==> src/rtl/bram_sp_arb2.sv <==
// bram_sp_arb2: two-client round-robin arbiter in front of one single-port
// synchronous BRAM. Each client presents a read/write command held under req.
// The arbiter routes one winner per cycle onto the RAM port and returns read
// data with a one-cycle rvalid strobe RD_LATENCY cycles after the grant.
//
// Ports:
//   clk, rst                  clock, synchronous active-high reset
//   cX_req/wr/addr/wdata      client X command (X = 0, 1)
//   cX_gnt                    client X command accepted this cycle
//   cX_rvalid/rdata           client X read return (rdata valid only with rvalid)
//   ram_wr/addr/data_in       to BRAM
//   ram_data_out              from BRAM
module bram_sp_arb2 #(
   parameter int unsigned RAM_DATA_WIDTH = 8,
   parameter int unsigned RAM_ADDR_WIDTH = 4,
   parameter int unsigned RD_LATENCY     = 1
) (
   input  logic                      clk,
   input  logic                      rst,
   input  logic                      c0_req,
   input  logic                      c0_wr,
   input  logic [RAM_ADDR_WIDTH-1:0] c0_addr,
   input  logic [RAM_DATA_WIDTH-1:0] c0_wdata,
   output logic                      c0_gnt,
   output logic                      c0_rvalid,
   output logic [RAM_DATA_WIDTH-1:0] c0_rdata,
   input  logic                      c1_req,
   input  logic                      c1_wr,
   input  logic [RAM_ADDR_WIDTH-1:0] c1_addr,
   input  logic [RAM_DATA_WIDTH-1:0] c1_wdata,
   output logic                      c1_gnt,
   output logic                      c1_rvalid,
   output logic [RAM_DATA_WIDTH-1:0] c1_rdata,
   output logic                      ram_wr,
   output logic [RAM_ADDR_WIDTH-1:0] ram_addr,
   output logic [RAM_DATA_WIDTH-1:0] ram_data_in,
   input  logic [RAM_DATA_WIDTH-1:0] ram_data_out
);

   // Client id of the most recent accepted request; the other client wins a tie.
   logic                      last_q;
   logic                      win;
   logic                      granted;
   logic                      win_wr;
   logic [RAM_ADDR_WIDTH-1:0] win_addr;
   logic [RAM_DATA_WIDTH-1:0] win_wdata;

   // Read return pipeline: valid bit and client id per stage.
   logic [RD_LATENCY-1:0]     rv_q;
   logic [RD_LATENCY-1:0]     id_q;

   always_comb begin
      if (c0_req && c1_req) begin
         win = ~last_q;
      end else begin
         win = c1_req;
      end
      granted   = (c0_req | c1_req) & ~rst;
      win_wr    = win ? c1_wr    : c0_wr;
      win_addr  = win ? c1_addr  : c0_addr;
      win_wdata = win ? c1_wdata : c0_wdata;

      c0_gnt      = granted & ~win;
      c1_gnt      = granted &  win;
      ram_wr      = granted & win_wr;
      ram_addr    = granted ? win_addr  : '0;
      ram_data_in = granted ? win_wdata : '0;
   end

   always_ff @(posedge clk) begin
      if (rst) begin
         last_q <= 1'b1;
         rv_q   <= '0;
         id_q   <= '0;
      end else begin
         if (granted) begin
            last_q <= win;
         end
         rv_q[0] <= granted & ~win_wr;
         id_q[0] <= win;
         for (int i = 1; i < RD_LATENCY; i++) begin
            rv_q[i] <= rv_q[i-1];
            id_q[i] <= id_q[i-1];
         end
      end
   end

   // rvalid is also masked by rst so nothing escapes during a reset cycle.
   always_comb begin
      c0_rvalid = rv_q[RD_LATENCY-1] & ~id_q[RD_LATENCY-1] & ~rst;
      c1_rvalid = rv_q[RD_LATENCY-1] &  id_q[RD_LATENCY-1] & ~rst;
      c0_rdata  = ram_data_out;
      c1_rdata  = ram_data_out;
   end

endmodule

==> config.mk <==
export PLATFORM = sky130hd
export DESIGN_NAME = bram_sp_arb2
export DESIGN_NICKNAME = d
export VERILOG_FILES = /design/src/rtl/bram_sp_arb2.sv
export SDC_FILE = /design/constraint.sdc
export NUM_CORES = 1
export LEC_CHECK = 0
export BUFFER_PORTS_ARGS = -buffer_cell sky130_fd_sc_hd__buf_2
export CAP_MARGIN = 20
export CORE_MARGIN = 5
export CORE_UTILIZATION = 26
export DETAILED_ROUTE_END_ITERATION = 8
export PLACE_DENSITY = 0.86
export SLEW_MARGIN = 5
export SYNTH_ARGS = -nofsm -noshare
export SYNTH_HDL_FRONTEND = slang
export SYNTH_SLANG_ARGS = --single-unit
==> constraint.sdc <==
create_clock -name clk -period 1.2 [get_ports clk]
set_clock_uncertainty 0.15 [all_clocks]
set_input_delay 0.12 -clock clk [delete_from_list [all_inputs] [get_ports clk]]
set_output_delay 0.12 -clock clk [all_outputs]
set_load 0.02 [all_outputs]
== After elaboration in Yosys (flattened, before gate mapping) ==
Cells that the tools add are included.
Storage, ports and cells
  bits in registers: 3
  latch bits: 0
  bits in writable memories: 0
  ROM bits: 0
  bits of input ports: 38
  output and inout port bits: 33
  word-level logic and storage cells: 25
  memories kept: 0
Cells by class
  $add $sub $neg: 0
  multipliers: 0
  divide/modulo/power cells: 0
  $lt $le $gt $ge: 0
  eq/ne operators: 0
  shift operators: 0
  muxes and demuxes: 6
  bitwise gates (word level): 15
  reduce and logical (&&, ||, !) cells: 1
Operator list (count)
  $mux W8: 2
  $and A1 B1 Y1: 9
  $mux W4: 2
  $not A1 Y1: 5
  $mux W1: 2
  $logic_and A1 B1 Y1: 1
  $or A1 B1 Y1: 1

== Depth between registers and ports, before layout ==
Gate-level depths: netlist of run 1.
  depth after elaboration: 5
  gate-level depth with buffers: 5
  mapped depth without buffers: 3

== Least setup slack after synthesis of run 1 ==
No wires, ideal clock.
  path kind: register to output
  from: register last_q
  to: output ram_addr[0]
  arrival time: 1.070 ns
  slack: -0.140 ns
  stages on the path, launching flop included: 5
  path buffers: 1
  cell sequence: dfxtp_1 nand2b_4 buf_4 a32oi_1 nor2_1
Between the ends
  cells in the longest elaborated chain, start to end: 4
RTL lines
  start: declaration: line 41  | logic last_q;
  start signal: assignment: line 77  | last_q <= win;
  $not A1 Y1: line 54  | win = ~last_q;
  $mux W1: line 53  | if (c0_req && c1_req) begin
  $mux W4: line 60  | win_addr = win ? c1_addr : c0_addr;
  $mux W4: line 66  | ram_addr = granted ? win_addr : '0;
  end: declaration: line 35  | output logic [RAM_ADDR_WIDTH-1:0] ram_addr,
No other way between the ends.

== Final worst setup path of run 1 ==
  from: register last_q
  to: output ram_data_in[7]
Between the ends
  cells in the longest elaborated chain, start to end: 4
RTL lines
  $not A1 Y1: line 54
  $mux W1: line 53
  $mux W8: line 61  | win_wdata = win ? c1_wdata : c0_wdata;
  $mux W8: line 67  | ram_data_in = granted ? win_wdata : '0;
  end: declaration: line 36  | output logic [RAM_DATA_WIDTH-1:0] ram_data_in,
No other way between the ends.

==> results of run 1 <==
worst max-delay path by stage:
stage | end | slack (ns) | cells after the start
6_report | ram_data_in[7] | -0.28 | 5
5_1_grt | ram_wr | -0.37 | 5
4_1_cts | ram_data_in[1] | -0.28 | 5
3_5_place_dp | ram_addr[1] | -0.06 | 4
3_3_place_gp | ram_addr[1] | -0.04 | 4
2_1_floorplan | ram_addr[1] | -0.009 | 4
routing by layer:
metal  track usage [%]  up-vias  wire [µm]
met5                 0        -          0
met4              5.96        0         19
met3              3.38        2        182
met2              21.6       36        875
met1              12.9      263        623
li1                  -      291          -
power breakdown:
group | total (µW) | internal (µW) | switching, µW
logic | 308 | 157 | 151
clock network | 172 | 124 | 47.8
registers | 113 | 107 | 6.32
total | 594 | 389 | 205
cell usage after synthesis, drive strengths merged:
master / instances
buf: 20
nor2: 15
a32oi: 13
dfxtp: 3
nand2: 3
clkbuf: 2
nand2b: 2
nor2b: 2
a21boi: 1
and3b: 1
nor3b: 1
o21ai: 1
o31ai: 1
final cells by class:
class	count	share of cell area (%)
Sequential cell	3	7.77
Tap cell	25	3.74
Multi-Input combinational cell	41	40.1
Clock buffer	4	3.14
Timing Repair Buffer	52	45.3
logic make-up (layout without fill, tap and decap cells):
group                  after synthesis  count (layout)  synth area share, %
DFF                                  3               3                 12.3
and+or+nand+nor                     24              25                 23.9
AOI/OAI and AO/OA                   16              16                 29.8
buffers and inverters               22              56                 33.9
worst max-delay path: stages (launching register included):
cell	delay, ns
dfxtp_4	0.36
a21boi_4	0.16
buf_6	0.15
a32oi_1	0.06
nor2_1	0.11
buf_4	0.15
registers in the layout (all words and copies together) (netlist names):
signal / flops
id_q: 1
last_q: 1
rv_q: 1
through the flow:
step           hold slack, ns  util [%]  instance area (µm²)  setup TNS (ns)
4_1_cts               0.00296      45.4                  793           -3.92
5_1_grt                0.0565      48.0                  837           -4.90
3_5_place_dp           0.0902      37.9                  662          -0.547
2_1_floorplan          0.0703         -                  519        -0.00899
3_3_place_gp           0.0902      37.9                  662          -0.264
6_report               0.0163      48.0                  837           -3.79
repair_timing:
| action | in CTS | in global routing |
|---|---|---|
| cloned | 1 | 0 |
| resized for setup | 25 | 12 |
| setup endpoints to repair | 15 | 16 |
| hold buffers | 1 | 0 |
| pin swaps | 3 | 0 |
| hold endpoints to repair | 1 | 0 |
==> flow_summary.yaml, run 1 <==
outcome:
  violations: "setup timing"
  status: "complete, but fails checks"
finish:
  insertedDiodeCount: 0
  synthToLayoutAreaGrowth_pct: 72.0
  seqCellArea_um2: 65.1
  multi_input_area_um2: 335
  n_fill_cell: 181
  finalNonFillerCells: 125
  nets: 139
  drive_gt1_share_pct: 74.0
  mostFrequentLayoutCells: "30 x buf_2, 13 x buf_6, 10 x a32oi_1, 10 x nor2_2, 7 x buf_4"
  layout_commonest_cell: "buf_2"
detailed_routing:
  drt-total-wl_um: 1700
  ant_nets: 0
  routedWlPerCell_um: 13.6
  drc: 0
  vias: 592
  post_drt_via_cell_ratio: 4.74
  first_pass_iters: 2
  drt_iter0_drc: 2
clock_network:
  cts_sinks: 3
  cts-root-buf: "clkbuf_4"
  cts_buffer_depth: 2
  cts_made_buffers: 3
  clock_latency_ns: 0.22
  path_clk_slew_ns: 0.04
  post_cts.repair.setup_buffers: 0
  h-tree-depth: 1
  cts_tree: "yes"
setup_path:
  crit_required_ns: 0.93
  crit_start: "last_q$_SDFFE_PP1P_"
  reg2reg_depth: 3
  cp_max_fo: 8
  r2r_setup_slack_ns: 0.11
  cp-end-kind: "output port"
  arrival_ns: 1.21
  r2r-start: "last_q$_SDFFE_PP1P_"
  r2r_end: "rv_q$_SDFF_PP0_"
  crit_type: "reg2out"
  crit_path_start_kind: "register"
min_path:
  min_path_cells: 3
  hold_end: "last_q$_SDFFE_PP1P_"
  min_path_type: "in2reg"
  hp-start: "c1_req"
global_routing:
  grt_pass1_vias: 592
  gr-total-overflow: 0
  grt_pass1_wl_um: 2540
  grt_use_total_pct: 12.2
  grt_start_max_net_pins: 16
  grt_antenna_before_repair: 0
synthesis:
  synth_top_cell_area_share_pct: 27.8
  synth_top_area_cell: "buf_4"
  syn_inst: 65
  yosysUniqueCellTypes: 15
  synthTopCellsByArea: "buf_4 28%, a32oi_1 23%, dfxtp_1 12%"
  ys_seq_area_share_pct: 12.3
  syn_area_um2: 487
  synth-seq-cells: 3
  synth_nets: 103
  avgSynthCellArea_um2: 7.49
  yosysWarnings: 0
sta:
  grt_setup_unrepaired: "yes"
  postLayoutSetupSlackWorst_ns: -0.280
  hold_viol_final: 0
  min_period_ns: 1.48
  period_share_pct: 123
  finalSetupViolCount: 15
  relSlewSlack_pct: 85.2
  worst_pin_slew_ns: 0.222
  timing.fmax_mhz: 676
  slew_violations: 0
die:
  io_pins: 71
  fp.dieArea_um2: 2840
  num_rows: 15
  die_x_um: 53.3
  coreArea_um2: 1750
  die_y_um: 53.3
  start_util_pct: 27.9
placement:
  gp_congestion: 0.640
  portBuffers: 46
  post-place-ws_ns: -0.0590
  dp_cells: 119
  dpl.hpwl_um: 1230
run:
  maxCapViolations: 0
power:
  leakagePower_uw: 0.000398
  vdd_drop_max_mv: 0.344
  power_uw: 594
  power_density_nw_per_um2: 709
No activity file was read; power rests on OpenSTA's default activity.
==> inputs of run 2 (changes only) <==
- CORE_UTILIZATION: 26 -> 28
- PLACE_DENSITY: 0.86 -> 0.87
- clock period: 1.2 -> 1.55 ns (I/O delays scaled with it)
==> run 2 against run 1 <==
The run now ends clean. Hold slack gained 0.033 ns. Global-route usage grew 0.65 points. Clock power shrank 22%. Clock-buffer cell count is the same. Combinational power shrank 37%. Power shrank 30%. Core utilization shrank 7.2 points. Critical path depth is the same. Flip-flop and latch count is the same. Cell area shrank 18%. Setup slack gained 0.30 ns. Via count shrank 0.68%. Critical path type is now in2out.
==> flow_summary.yaml, run 2 (same netlist as run 1, synthesis figures left out) <==
outcome:
  status: "finished, final reports clean"
die:
  coreArea_um2: 1690
  fp.dieArea_um2: 2670
  io_pins: 71
  die_y_um: 51.7
  num_rows: 15
  start_util_pct: 28.8
  die_x_um: 51.7
sta:
  relSlewSlack_pct: 77.5
  period_share_pct: 98.6
  min_period_ns: 1.53
  grt_setup_unrepaired: "yes"
  timing.fmax_mhz: 655
  finalSetupViolCount: 0
  hold_viol_final: 0
  fin_setup_tns_ns: 0
  worst_pin_slew_ns: 0.337
  slew_violations: 0
clock_network:
  cts_made_buffers: 3
  clock_latency_ns: 0.23
  post_cts.repair.setup_buffers: 0
  h-tree-depth: 1
  cts_sinks: 3
  path_clk_slew_ns: 0.04
  cts_buffer_depth: 2
  cts-root-buf: "clkbuf_4"
  cts_tree: "yes"
finish:
  insertedDiodeCount: 0
  n_fill_cell: 182
  drive_gt1_share_pct: 58.2
  nets: 137
  layout_commonest_cell: "buf_2"
  mostFrequentLayoutCells: "34 x buf_2, 15 x nor2_1, 14 x buf_4"
  synthToLayoutAreaGrowth_pct: 41.4
  reg_top3: "id_q: 1 flops, last_q: 1 flops, rv_q: 1 flops"
power:
  vdd_drop_max_mv: 0.349
  power_density_nw_per_um2: 604
  leakagePower_uw: 0.000365
  power_uw: 415
setup_path:
  crit_slowest_cell: "dlygate4sd3_1"
  r2r_setup_slack_ns: 0.50
  crit_type: "in2out"
  r2r-start: "last_q$_SDFFE_PP1P_"
  arrival_ns: 1.22
  cp-end-kind: "output port"
  cp_max_fo: 2
  reg2reg_depth: 3
  r2r_end: "rv_q$_SDFF_PP0_"
  crit_required_ns: 1.24
  crit_path_start_kind: "primary input"
  path_cells: "dlygate4sd3_1 > buf_2 > a32oi_1 > nor2_1 > buf_4"
  slowest_delay_ns: 0.53
global_routing:
  gr-total-overflow: 0
  grt_antenna_before_repair: 0
  grt_pass1_wl_um: 2530
  grt_pass1_vias: 611
  grt_start_max_net_pins: 22
  grt_use_total_pct: 12.8
detailed_routing:
  wl_met2_um: 783
  top_layer_used: "met4"
  drt_iter0_drc: 3
  drt-total-wl_um: 1600
  first_pass_iters: 2
  vias: 588
  post_drt_via_cell_ratio: 5.11
  ant_nets: 0
  m1WireLength_um: 616
  drc: 0
  route.met3.wl_um: 158
  routedWlPerCell_um: 13.9
min_path:
  min_path_type: "in2reg"
  hold_end: "rv_q$_SDFF_PP0_"
  hp-start: "c1_wr"
  min_path_cells: 4
placement:
  dpl.hpwl_um: 1230
  portBuffers: 46
  gp_congestion: 0.649
run:
  maxCapViolations: 0
==> run 2: cell types whose count changed in the layout (fill, tap and decap cells not counted), sizes merged <==
cell / delta
buf: -2
==> run 2: metal layers <==
layer  vias to the layer above  global-route usage (%)
met3                         8                    4.87
met2                        32                    21.4
met5                         -                       0
met4                         0                    11.8
met1                       259                    11.9
li1                        289                       -
==> run 2: layout make-up <==
cell class	count	area (µm²)	area share, %
timing repair buffer	50	297	43.1
multi-input combinational	41	283	41.1
sequential	3	61.3	8.91
clock buffer	4	26.3	3.82
tap	17	21.3	3.09
==> run 2: critical path: cells and delay by family <==
| kind | cells | cell delay, ns |
|---|---|---|
| buffers and inverters | 3 | 0.83 |
| AO/OA/AOI/OAI | 1 | 0.18 |
| AND/OR/NAND/NOR | 1 | 0.06 |
==> run 2: worst max-delay path by stage <==
| stage | start | to |
|---|---|---|
| finish | c0_wr | ram_wr |
| CTS | last_q$_SDFFE_PP1P_ | ram_data_in[5] |
| floorplan | last_q$_SDFFE_PP1P_ | ram_addr[0] |
| global placement | last_q$_SDFFE_PP1P_ | ram_wr |
| global route | last_q$_SDFFE_PP1P_ | ram_data_in[2] |
| detailed placement | last_q$_SDFFE_PP1P_ | ram_data_in[5] |
==> run 2: stage by stage <==
step                setup slack [ns]  area [µm²]  utilization (%)  std cells  hold slack, ns
finish                        0.0222         688             40.7        115          0.0489
global route                 -0.0388         688             40.7        115          0.0551
CTS                           0.0133         647             38.3        115          0.0431
floorplan                      0.175         487                -         65           0.105
detailed placement             0.208         596             35.3        109           0.160
global placement               0.258         596             35.3        109           0.160
==> run 2: repair_timing <==
item	CTS	global route
gates resized for setup	2	14
hold buffers	1	0
setup endpoints to repair	14	14
endpoints found under the hold margin	1	0
cloned	1	0
==> run 2: power by group <==
| group | total (µW) | leakage [µW] | switching (µW) | internal [µW] |
|---|---|---|---|---|
| registers | 87.4 | 0.0000246 | 4.16 | 83.2 |
| logic | 195 | 0.000326 | 101 | 93.5 |
| clock network | 134 | 0.0000150 | 37.3 | 96.3 |
| total | 415 | 0.000365 | 143 | 273 |
==> inputs of run 3 (changes only) <==
- BUFFER_PORTS_ARGS: -buffer_cell sky130_fd_sc_hd__buf_2 -> -buffer_cell sky130_fd_sc_hd__clkbuf_2
==> run 3 against run 2 <==
Critical endpoint is now ram_data_in[6]. Hold slack improved by 0.0075 ns. Flip-flop and latch count is the same. Cell area unchanged.
==> flow_summary.yaml, run 3 (same netlist as run 1, synthesis figures left out) <==
die:
  die_y_um: 51.7
  coreArea_um2: 1690
  die_x_um: 51.7
  num_rows: 15
  fp.dieArea_um2: 2670
  io_pins: 71
  start_util_pct: 28.8
placement:
  dpl_cell_area_um2: 596
  portBuffers: 46
  dp_cells: 109
  dpl.hpwl_um: 1190
  post-place-ws_ns: 0.196
  gp_congestion: 0.641
finish:
  reg_top3: "id_q: 1 flops, last_q: 1 flops, rv_q: 1 flops"
  n_fill_cell: 174
  nets: 138
  synthToLayoutAreaGrowth_pct: 41.4
  postLayoutCoreUtil_pct: 40.7
  finalNonFillerCells: 116
  insertedDiodeCount: 0
  mostFrequentLayoutCells: "32 x clkbuf_2, 15 x nor2_1, 15 x buf_4"
  drive_gt1_share_pct: 57.6
  layout_commonest_cell: "clkbuf_2"
  design_area_um2: 688
sta:
  period_share_pct: 99.8
  finalSetupViolCount: 0
  worst_pin_slew_ns: 0.382
  timing.fmax_mhz: 647
  relSlewSlack_pct: 74.5
  postLayoutSetupSlackWorst_ns: 0.00322
  hold_viol_final: 0
  grt_setup_unrepaired: "yes"
  slew_violations: 0
  min_period_ns: 1.55
detailed_routing:
  wl_met2_um: 858
  vias: 603
  drt-total-wl_um: 1680
  top_layer_used: "met4"
  drc: 0
  m1WireLength_um: 598
  routedWlPerCell_um: 14.5
  ant_nets: 0
  drt_iter0_drc: 7
  first_pass_iters: 2
  post_drt_via_cell_ratio: 5.20
  route.met3.wl_um: 171
global_routing:
  gr-total-overflow: 0
  grt_use_total_pct: 12.6
  grt_pass1_wl_um: 2520
  grt_antenna_before_repair: 0
  grt_pass1_vias: 596
  grt_start_max_net_pins: 22
setup_path:
  r2r-start: "last_q$_SDFFE_PP1P_"
  cp_common_cell: "buf_4"
  r2r_setup_slack_ns: 0.46
  crit_slowest_cell: "dfxtp_2"
  path_cells: "a21boi_4 > buf_4 > a32oi_1 > nor2_1 > buf_4"
  arrival_ns: 1.24
  crit_path_start_kind: "register"
  cp-end-kind: "output port"
  crit_start: "last_q$_SDFFE_PP1P_"
  crit_required_ns: 1.24
  slowest_delay_ns: 0.35
  cp_max_fo: 5
  reg2reg_depth: 3
  crit_type: "reg2out"
  r2r_end: "rv_q$_SDFF_PP0_"
  endpoint: "ram_data_in[6]"
min_path:
  min_path_cells: 4
  min_path_type: "in2reg"
clock_network:
  cts-root-buf: "clkbuf_4"
  h-tree-depth: 1
  path_clk_slew_ns: 0.04
  cts_buffer_depth: 2
  post_cts.repair.setup_buffers: 0
  cts_sinks: 3
  cts_tree: "yes"
  clock_latency_ns: 0.24
  cts_made_buffers: 3
power:
  power_uw: 425
  power_density_nw_per_um2: 618
  vdd_drop_max_mv: 0.254
  leakagePower_uw: 0.000373
outcome:
  status: "finished, final reports clean"
run:
  maxCapViolations: 0
## run 3: changes by cell type in the layout (fill, tap and decap cells not counted)
cell,previous run,this run
a32oi_2,1,0
a32oi_1,12,13
clkbuf_2,0,32
buf_2,34,2
buf_4,14,15
## run 3: final cells by class
class,instances,area (µm²),area share (%)
Multi-Input combinational cell,41,275,40.0
Tap cell,17,21.3,3.09
Sequential cell,3,61.3,8.91
Clock buffer,4,26.3,3.82
Timing Repair Buffer,51,304,44.2
## run 3: through the flow
stage | TNS [ns] | hold slack (ns)
final | 0 | 0.0564
after global routing | -0.655 | 0.0792
after CTS | 0 | 0.0543
after detailed placement | 0 | 0.160
after global placement | 0 | 0.160
after floorplan | 0 | 0.105
## run 3: timing repair
action / 4_1_cts / 5_1_grt
setup endpoints to repair: 14 / 14
pin swaps: 0 / 1
hold endpoints to repair: 1 / 0
hold buffers: 1 / 0
gates resized for setup: 7 / 23
cloned: 1 / 1
## run 3: routing by layer
layer  vias to the layer above  GRT usage [%]
met5                         -              0
li1                        288              -
met1                       271           12.2
met3                        11           3.72
met2                        33           21.8
met4                         0           10.5
## run 3: critical path: cells and delay by family (launching register included)
family,cells,cell delay [ns]
flops,1,0.35
buf+inv,2,0.33
compound gates,2,0.22
simple gates,1,0.12
## run 3: power by group
part	internal [µW]	leakage, µW	switching [µW]
clock	96.7	0.0000150	44.1
combinational	94.4	0.000333	102
sequential	83.2	0.0000246	4.69
## run 3: how the worst min path moves through the flow
| stage | from | end | slack [ns] |
|---|---|---|---|
| 2_1_floorplan | c0_wr | rv_q$_SDFF_PP0_ | 0.11 |
| 3_3_place_gp | ram_data_out[1] | c0_rdata[1] | 0.16 |
| 3_5_place_dp | ram_data_out[1] | c0_rdata[1] | 0.16 |
| 4_1_cts | c1_wr | rv_q$_SDFF_PP0_ | 0.05 |
| 5_1_grt | c1_wr | rv_q$_SDFF_PP0_ | 0.08 |
| 6_report | c1_wr | rv_q$_SDFF_PP0_ | 0.06 |
